## src/rtl/scnn_ip_stream_compressor.sv

```systemverilog
`default_nettype none
// ============================================================================
//  Module   : scnn_ip_stream_compressor
//  Purpose  : Streaming input-activation compressor for a multi-PE array.
//             Accepts one dense activation per cycle, splits the frame into
//             NUM_SLICES contiguous slices and packs each slice's non-zero
//             values with their global indices. The compressed frame is held
//             stable until the consumer acknowledges it.
//  Ports    : clk, rst            - clock, async active-high reset
//             in_valid/in_ready   - dense input handshake
//             in_data, in_last    - activation value, early end-of-frame
//             out_valid/out_ack   - compressed frame handshake
//             compressed_ips      - packed non-zero values per slice
//             comp_inds_ips       - global index of each packed value
//             nzips_per_slice     - non-zero count per slice
//             offset_array        - constant slice base index (s*SLICE)
//             num_nz_ips          - total non-zeros in the frame
//             frame_len           - activations accepted in the frame
//  Revision : 1.0 - initial release
// ============================================================================
module scnn_ip_stream_compressor #(
   parameter  int NUM_ACTS   = 64,
   parameter  int NUM_SLICES = 4,
   parameter  int DATA_W     = 16,
   parameter  int IDX_W      = 8,
   localparam int SLICE      = NUM_ACTS / NUM_SLICES
) (
   input  logic                                      clk,
   input  logic                                      rst,
   input  logic                                      in_valid,
   output logic                                      in_ready,
   input  logic [DATA_W-1:0]                         in_data,
   input  logic                                      in_last,
   output logic                                      out_valid,
   input  logic                                      out_ack,
   output logic [NUM_SLICES-1:0][SLICE-1:0][DATA_W-1:0] compressed_ips,
   output logic [NUM_SLICES-1:0][SLICE-1:0][IDX_W-1:0]  comp_inds_ips,
   output logic [NUM_SLICES-1:0][IDX_W-1:0]          nzips_per_slice,
   output logic [NUM_SLICES-1:0][IDX_W-1:0]          offset_array,
   output logic [IDX_W-1:0]                          num_nz_ips,
   output logic [IDX_W-1:0]                          frame_len
);

   localparam int             SLICE_W = $clog2(SLICE);
   localparam int             SEL_W   = $clog2(NUM_SLICES);
   localparam logic [IDX_W-1:0] C_ONE    = IDX_W'(1);
   localparam logic [IDX_W-1:0] C_LASTPOS = IDX_W'(NUM_ACTS - 1);

   typedef enum logic [0:0] {
      S_FILL = 1'b0,
      S_HOLD = 1'b1
   } state_t;

   state_t                                     state_q;
   logic                                       in_ready_q;
   logic                                       out_valid_q;
   logic [IDX_W-1:0]                           pos_q;
   logic [NUM_SLICES-1:0][SLICE-1:0][DATA_W-1:0] comp_q;
   logic [NUM_SLICES-1:0][SLICE-1:0][IDX_W-1:0]  inds_q;
   logic [NUM_SLICES-1:0][IDX_W-1:0]           nz_q;
   logic [IDX_W-1:0]                           tot_q;
   logic [IDX_W-1:0]                           flen_q;

   // Slice selected by the current position and the next free slot in it.
   // A slice can never hold more than SLICE entries, so the slot index only
   // needs the low SLICE_W bits of the count.
   logic [SEL_W-1:0]   w_slice;
   logic [SLICE_W-1:0] w_slot;
   logic [IDX_W-1:0]   w_nz_cur;

   assign w_slice  = pos_q[SLICE_W +: SEL_W];
   assign w_nz_cur = nz_q[w_slice];
   assign w_slot   = w_nz_cur[SLICE_W-1:0];

   always_ff @(posedge clk or posedge rst) begin
      if (rst) begin
         state_q     <= S_FILL;
         in_ready_q  <= 1'b1;
         out_valid_q <= 1'b0;
         pos_q       <= '0;
         comp_q      <= '0;
         inds_q      <= '0;
         nz_q        <= '0;
         tot_q       <= '0;
         flen_q      <= '0;
      end else begin
         case (state_q)
            S_FILL: begin
               if (in_valid) begin
                  if (in_data != '0) begin
                     comp_q[w_slice][w_slot] <= in_data;
                     inds_q[w_slice][w_slot] <= pos_q;
                     nz_q[w_slice]           <= w_nz_cur + C_ONE;
                     tot_q                   <= tot_q + C_ONE;
                  end
                  pos_q  <= pos_q + C_ONE;
                  flen_q <= pos_q + C_ONE;
                  // Unreceived positions of an early-ended frame are simply
                  // never written, so they behave as zeros.
                  if (in_last || (pos_q == C_LASTPOS)) begin
                     state_q     <= S_HOLD;
                     in_ready_q  <= 1'b0;
                     out_valid_q <= 1'b1;
                  end
               end
            end
            S_HOLD: begin
               // Clearing the arrays here keeps unused slots reading zero
               // for the next frame without any per-slot valid tracking.
               if (out_ack) begin
                  state_q     <= S_FILL;
                  in_ready_q  <= 1'b1;
                  out_valid_q <= 1'b0;
                  pos_q       <= '0;
                  comp_q      <= '0;
                  inds_q      <= '0;
                  nz_q        <= '0;
                  tot_q       <= '0;
                  flen_q      <= '0;
               end
            end
            default: begin
               state_q     <= S_FILL;
               in_ready_q  <= 1'b1;
               out_valid_q <= 1'b0;
            end
         endcase
      end
   end

   assign in_ready        = in_ready_q;
   assign out_valid       = out_valid_q;
   assign compressed_ips  = comp_q;
   assign comp_inds_ips   = inds_q;
   assign nzips_per_slice = nz_q;
   assign num_nz_ips      = tot_q;
   assign frame_len       = flen_q;

   // Slice base indices are fixed by geometry and independent of reset.
   for (genvar s = 0; s < NUM_SLICES; s++) begin : g_offset
      assign offset_array[s] = IDX_W'(s * SLICE);
   end

endmodule
`default_nettype wire
```

## config.mk

```make
export PLATFORM = sky130hd
export DESIGN_NAME = scnn_ip_stream_compressor
export DESIGN_NICKNAME = d
export VERILOG_FILES = /design/src/rtl/scnn_ip_stream_compressor.sv
export SDC_FILE = /design/constraint.sdc
export NUM_CORES = 2
export LEC_CHECK = 0
export ABC_AREA = 1
export BUFFER_PORTS_ARGS = -buffer_cell sky130_fd_sc_hd__buf_2
export CAP_MARGIN = 40
export CELL_PAD_IN_SITES_DETAIL_PLACEMENT = 2
export CELL_PAD_IN_SITES_GLOBAL_PLACEMENT = 2
export CORE_AREA = 2 2 643 645
export DETAILED_ROUTE_END_ITERATION = 7
export DIE_AREA = 0 0 645 647
export GPL_TIMING_DRIVEN = 0
export PLACE_DENSITY_LB_ADDON = 0.1
export SYNTH_ARGS = -nofsm -noshare
export SYNTH_HDL_FRONTEND = slang
export SYNTH_SLANG_ARGS = --single-unit
export TNS_END_PERCENT = 100
```

## constraint.sdc

```tcl
create_clock -name clk -period 93.9 [get_ports clk]
set_input_delay 14.085 -clock clk [delete_from_list [all_inputs] [get_ports clk]]
set_output_delay 14.085 -clock clk [all_outputs]
set_load 0.03 [all_outputs]
```

## After elaboration in Yosys (flattened, before gate mapping)

Cells that the tools add are included.

| word-level totals | value |
|---|---|
| register bits | 1587 |
| output and inout bits | 1618 |

| cells by class | value |
|---|---|
| $add $sub $neg | 3 |
| order comparisons | 4 |
| eq/ne operators | 5 |
| mux-type cells | 45 |
| bitwise logic cells | 1 |
| reductions and logical operators | 7 |

Operators by type and width:

| kind | number |
|---|---|
| $mux W1024 | 3 |
| $pmux W1024 S2 | 1 |
| $mux W512 | 3 |
| $bwmux W1024 | 1 |
| $pmux W512 S2 | 1 |
| $bwmux W512 | 1 |
| $demux W256 S2 | 1 |
| $demux W128 S2 | 1 |
| $mux W256 | 1 |
| $mux W128 | 1 |
| $mux W32 | 3 |
| $demux W16 S4 | 1 |
| $pmux W32 S2 | 1 |
| $mux W8 | 7 |
| $bwmux W32 | 1 |
| $demux W8 S4 | 1 |
| $pmux W8 S2 | 2 |
| $add A8 B1 Y8 const B | 3 |
| $bmux W8 S2 | 1 |
| $demux W8 S2 | 1 |
| $mux W16 | 1 |
| $reduce_bool A16 Y1 | 1 |
| $mux W1 | 9 |
| $eq A8 B6 Y1 const B | 1 |
| other kinds (11) | 18 |

## Depth between registers and ports, before layout

| logic depth | value |
|---|---|
| depth after elaboration | 12 |
| mapped depth | 16 |
| gate-level depth less buffers | 13 |

## Least setup slack after synthesis

Ideal clock, no wire load.

| path | value |
|---|---|
| path kind | input port to flip-flop |
| start | input port in_data[14] |
| end | register inds_q (netlist bit comp_inds_ips[120]) |
| arrival | 15.377 ns |
| setup slack | 78.405 ns |
| stages on the path | 13 |
| path buffers | 3 |
| path through | inv_1 > nand2_1 > nor3_1 > nand3_2 > nand2_2 > inv_1 > buf_4 > buf_4 > nand2_2 > inv_2 > buf_2 > nand2_1 > nand2_1 |

| on the way | value |
|---|---|
| cells in the longest elaborated chain, start to end | 3 |

Ends and longest elaborated chain:

| item | RTL line | RTL |
|---|---|---|
| start, declared | 32 | `input logic [DATA_W-1:0] in_data,` |
| $reduce_bool A16 Y1 | 90 | `if (in_data != '0) begin` |
| $ne A2 B2 Y1 (no line) | n/a |  |
| $reduce_and A3 Y1 (no line) | n/a |  |
| end signal, assigned by index | 92 | `inds_q[w_slice][w_slot] <= pos_q;` |
| end, declared | 59 | `logic [NUM_SLICES-1:0][SLICE-1:0][IDX_W-1:0] inds_q;` |

Every way passes these cells.
A chain may end at the register's enable or synchronous reset.

## Worst setup path in the final report

| path | value |
|---|---|
| start | input port in_data[15] |
| end | register comp_q (netlist bit compressed_ips[944]) |

| on the way | value |
|---|---|
| cells in the longest elaborated chain, start to end | 3 |

Ends and longest elaborated chain:

| item | RTL line | RTL |
|---|---|---|
| $reduce_bool A16 Y1 | 90 |  |
| $ne A2 B2 Y1 (no line) | n/a |  |
| $reduce_and A3 Y1 (no line) | n/a |  |
| end signal, assigned by index | 91 | `comp_q[w_slice][w_slot] <= in_data;` |
| end, declared | 58 | `logic [NUM_SLICES-1:0][SLICE-1:0][DATA_W-1:0] comp_q;` |

Every way passes these cells.

==> reports/metrics.cfg <==
[clocking]
cts_buffer_depth = 4
cts_root_buffer = clkbuf_16
cts_sinks = 1587
cts_buffers = 217
cts_max_level = 4
clock_latency_ns = 0.96
clk_pin_slew_worst_paths_ns = 0.06
cts_tree = built
cts_setup_buffers = 0
ctsResizeCount = 0
postCtsHoldBufs = 0

[synthesis]
netlist_instances = 7215
ys_types = 33
synth_mux_area_share_pct = 0
yosysSeqAreaShare_pct = 63.5
yosys.area_share.simple_pct = 31.0
synth_top_family_by_area = simple AND/OR/NAND/NOR gates
ys.flop_type = dfrtp_1
netlist.area_leader.share_pct = 63.5
synth_top_area_cell = dfrtp_1
synthesis.area_sq_um = 62500
yosysWarnings = 0
yosys.area_share.adder_pct = 0.120
async_flop_share_pct = 100
syn_avg_cell_area_sq_um = 8.66
ys_ff_latch = 1587
synth-edff-count = 0
synth_xor_area_share_pct = 0.0420
synth_compound_area_share_pct = 0.725
synth_area_leaders = dfrtp_1, nand2_1, nand3_1, buf_2, nor2_1

[worst_setup_path]
path_max_fanout = 10
critPathMaxStageDelay_ns = 0.52
critPathRequiredTime_ns = 94.72
reg2reg_depth = 14
critical_path_class = in2reg
worst-path-buf-inv = 6
end_kind = flip-flop
cp_slowest_cell = nand2_1
crit_path_start_kind = primary input
timing.rr.end = comp_inds_ips[393]
crit_arrival_ns = 17.56
crit_family = simple AND/OR/NAND/NOR gates
critical_path.most_common_cell = nand2_1
crit_chain = buf_2 > inv_1 > nand2_1 > nor3_1 > nand3_2 > nand2_2 > inv_1 > buf_4 > buf_4 > nand2_1 > buf_2 > nand2_1 > nand2_1
timing.rr.start = frame_len[4]
reg2reg_slack_ns = 88.92

[floorplan]
fp-row-count = 236
dieWidth_microns = 645
start_util_pct = 15.2
core-area_sq_um = 411000
dieArea_sq_um = 417000
num_io_pins = 1639
dieHeight_microns = 647

[grt]
grt_overflow = 0
met3_usage_pct = 5.64
grtUsageTotal_pct = 21.5
grt_pass1_vias = 62900
grt_max_degree = 108
grt_pass1_wl_microns = 609000
antenna_found_initial = 52
use_met2_pct = 38.7
busiest_layer = met2
met1_usage_pct = 24.7

[placed_design]
gp_congestion = 0.793
hpwl_microns = 370000
post-place-ws_ns = 75.89
numPortBuffers = 1606

[timing]
period_needed_ns = 16.74
setup-tns-final_ns = 0
slew_violations = 0
setup-violations-final = 0
tightest_slew_ns = 0.907
slew_headroom_pct = 39.5
setup_slack_ns = 77.16
holdWs_ns = 0.465
fmax_mhz = 59.8
finalHoldViolCount = 0
period_share_pct = 17.8
rsz0062_at_grt = no
fin_skew_ns = 0.0849

[detailed_routing]
routed_wl_microns = 460000
first_pass_iters = 5
drc = 0
ant_nets = 0
vias = 58300
viasPerCell = 3.91
wl_per_cell_microns = 30.8
drt_iter0_drc = 3106

[pwr]
powerDensity_nw_per_um2 = 22.1
leakage_uw = 0.0514
peakVddDrop_uv = 13.6

[flow_run]
max_cap_violations = 0

[hold_path]
min_from = compressed_ips[934]
min_path_cells = 2
hold_path_class = reg2reg
whs_endpoint = compressed_ips[934]

[layout]
drive_gt1_share_pct = 27.0
seq_area_sq_um = 39700
fill_cells = 47500
syn2layout_area_growth_pct = 40.6
multi_input_area_sq_um = 20200
layout.nets = 9277

[outcome]
status = finished clean

-- worst register-to-register path: stages (launching register included) --
cell and delay (ns):
dfrtp_1 0.55, inv_2 0.25, clkbuf_1 0.52, nand2_1 0.13, a21oi_1 0.21, nor2_1 0.15
inv_1 0.27, ha_1 0.22, clkbuf_1 0.44, nand3_1 0.61, nor2_1 0.64, buf_4 0.30
buf_2 0.35, nand2_1 0.12, nand2_1 0.10
-- registers in the layout, summed over array words and instances (netlist names) --
signal           count
compressed_ips    1024
comp_inds_ips      512
nzips_per_slice     32
frame_len            8
num_nz_ips           8
in_ready             1
out_valid            1
state_q              1
-- metal layers --
metal	share of wire [%]	vias to the layer above
met1	39	30300
met2	51	1456
met3	6.1	439
met4	3.6	2
met5	0.0028	-
li1	-	26100
-- metrics by stage --
step           util [%]  instance area (sq um)  power (uW)  cells
2_1_floorplan         -                  62600         887   7245
3_3_place_gp       18.9                  77500        1070  14300
3_5_place_dp       19.6                  80500        1100  14500
4_1_cts            21.4                  87800        1990  14900
5_1_grt            21.4                  87800        2020  14900
6_report           21.4                  87900        1940  14900
-- where the power goes --
| group | total [uW] | switching (uW) | internal, uW |
|---|---|---|---|
| Sequential | 727 | 17.4 | 710 |
| Combinational | 344 | 274 | 70.0 |
| Clock | 872 | 361 | 511 |
-- layout by cell type, fill, tap and decap left out, types with 4 or more instances in the layout --
cell and instances:
nor2_4 21, buf_1 32, buf_6 54, clkbuf_16 218
inv_1 83, o21ai_0 29, buf_2 1857, clkbuf_8 76
diode_2 24, a21oi_1 6, buf_16 27, buf_8 76
conb_1 32, clkinv_2 31, dfrtp_1 1586, bufinv_16 9
clkbuf_2 14, nand3_1 440, nand3_2 8, clkbuf_1 224
ha_1 6, nand4_1 38, nand3_4 5, nand2_1 4132
nand2_2 6, a21boi_0 32, nor2_1 226, inv_16 4
buf_12 13, nor2_2 37, inv_2 15, buf_4 61
-- cells in the mapped netlist (29+ instances only) --
master    number
nand2_1     4132
dfrtp_1     1586
buf_4         50
buf_1         34
nand4_1       38
inv_1         84
o21ai_0       29
nand3_1      440
nor2_1       250
a21boi_0      32
nor2_2        29
clkbuf_1     191
buf_2        249
-- worst max-delay path by stage --
stage	startpoint	end	slack, ns	cells past startpoint
after floorplan	rst	comp_inds_ips[0]	35.04	1
after global routing	in_data[15]	compressed_ips[944]	76.96	13
final	in_data[15]	compressed_ips[944]	77.16	13
after global placement	rst	comp_inds_ips[401]	7.02	2
after detailed placement	in_data[15]	comp_inds_ips[474]	75.89	13
after CTS	in_data[15]	compressed_ips[970]	76.90	13
-- cells by family (layout without fill, tap and decap cells) --
family | Yosys count | in the layout
XOR/XNOR | 3 | 3
AND/OR/NAND/NOR | 4919 | 4919
buffers and inverters | 626 | 2807
adder cells (fa/ha/maj) | 6 | 6
other | 2 | 56
AO/OA/AOI/OAI | 72 | 72
flip-flops | 1587 | 1587
-- final cells by class --
type / instances / area share (%)
flip-flops and latches: 1587 / 45.2
clock inverters: 54 / 0.712
plain buffers: 525 / 2.84
repair buffers: 1786 / 12.4
clock buffers: 341 / 7.60
multi-input cells: 5032 / 23.0
inverters: 101 / 0.440
diodes: 24 / 0.0684
well taps: 5474 / 7.80
Note: power is estimated with default switching activity, not from simulation.
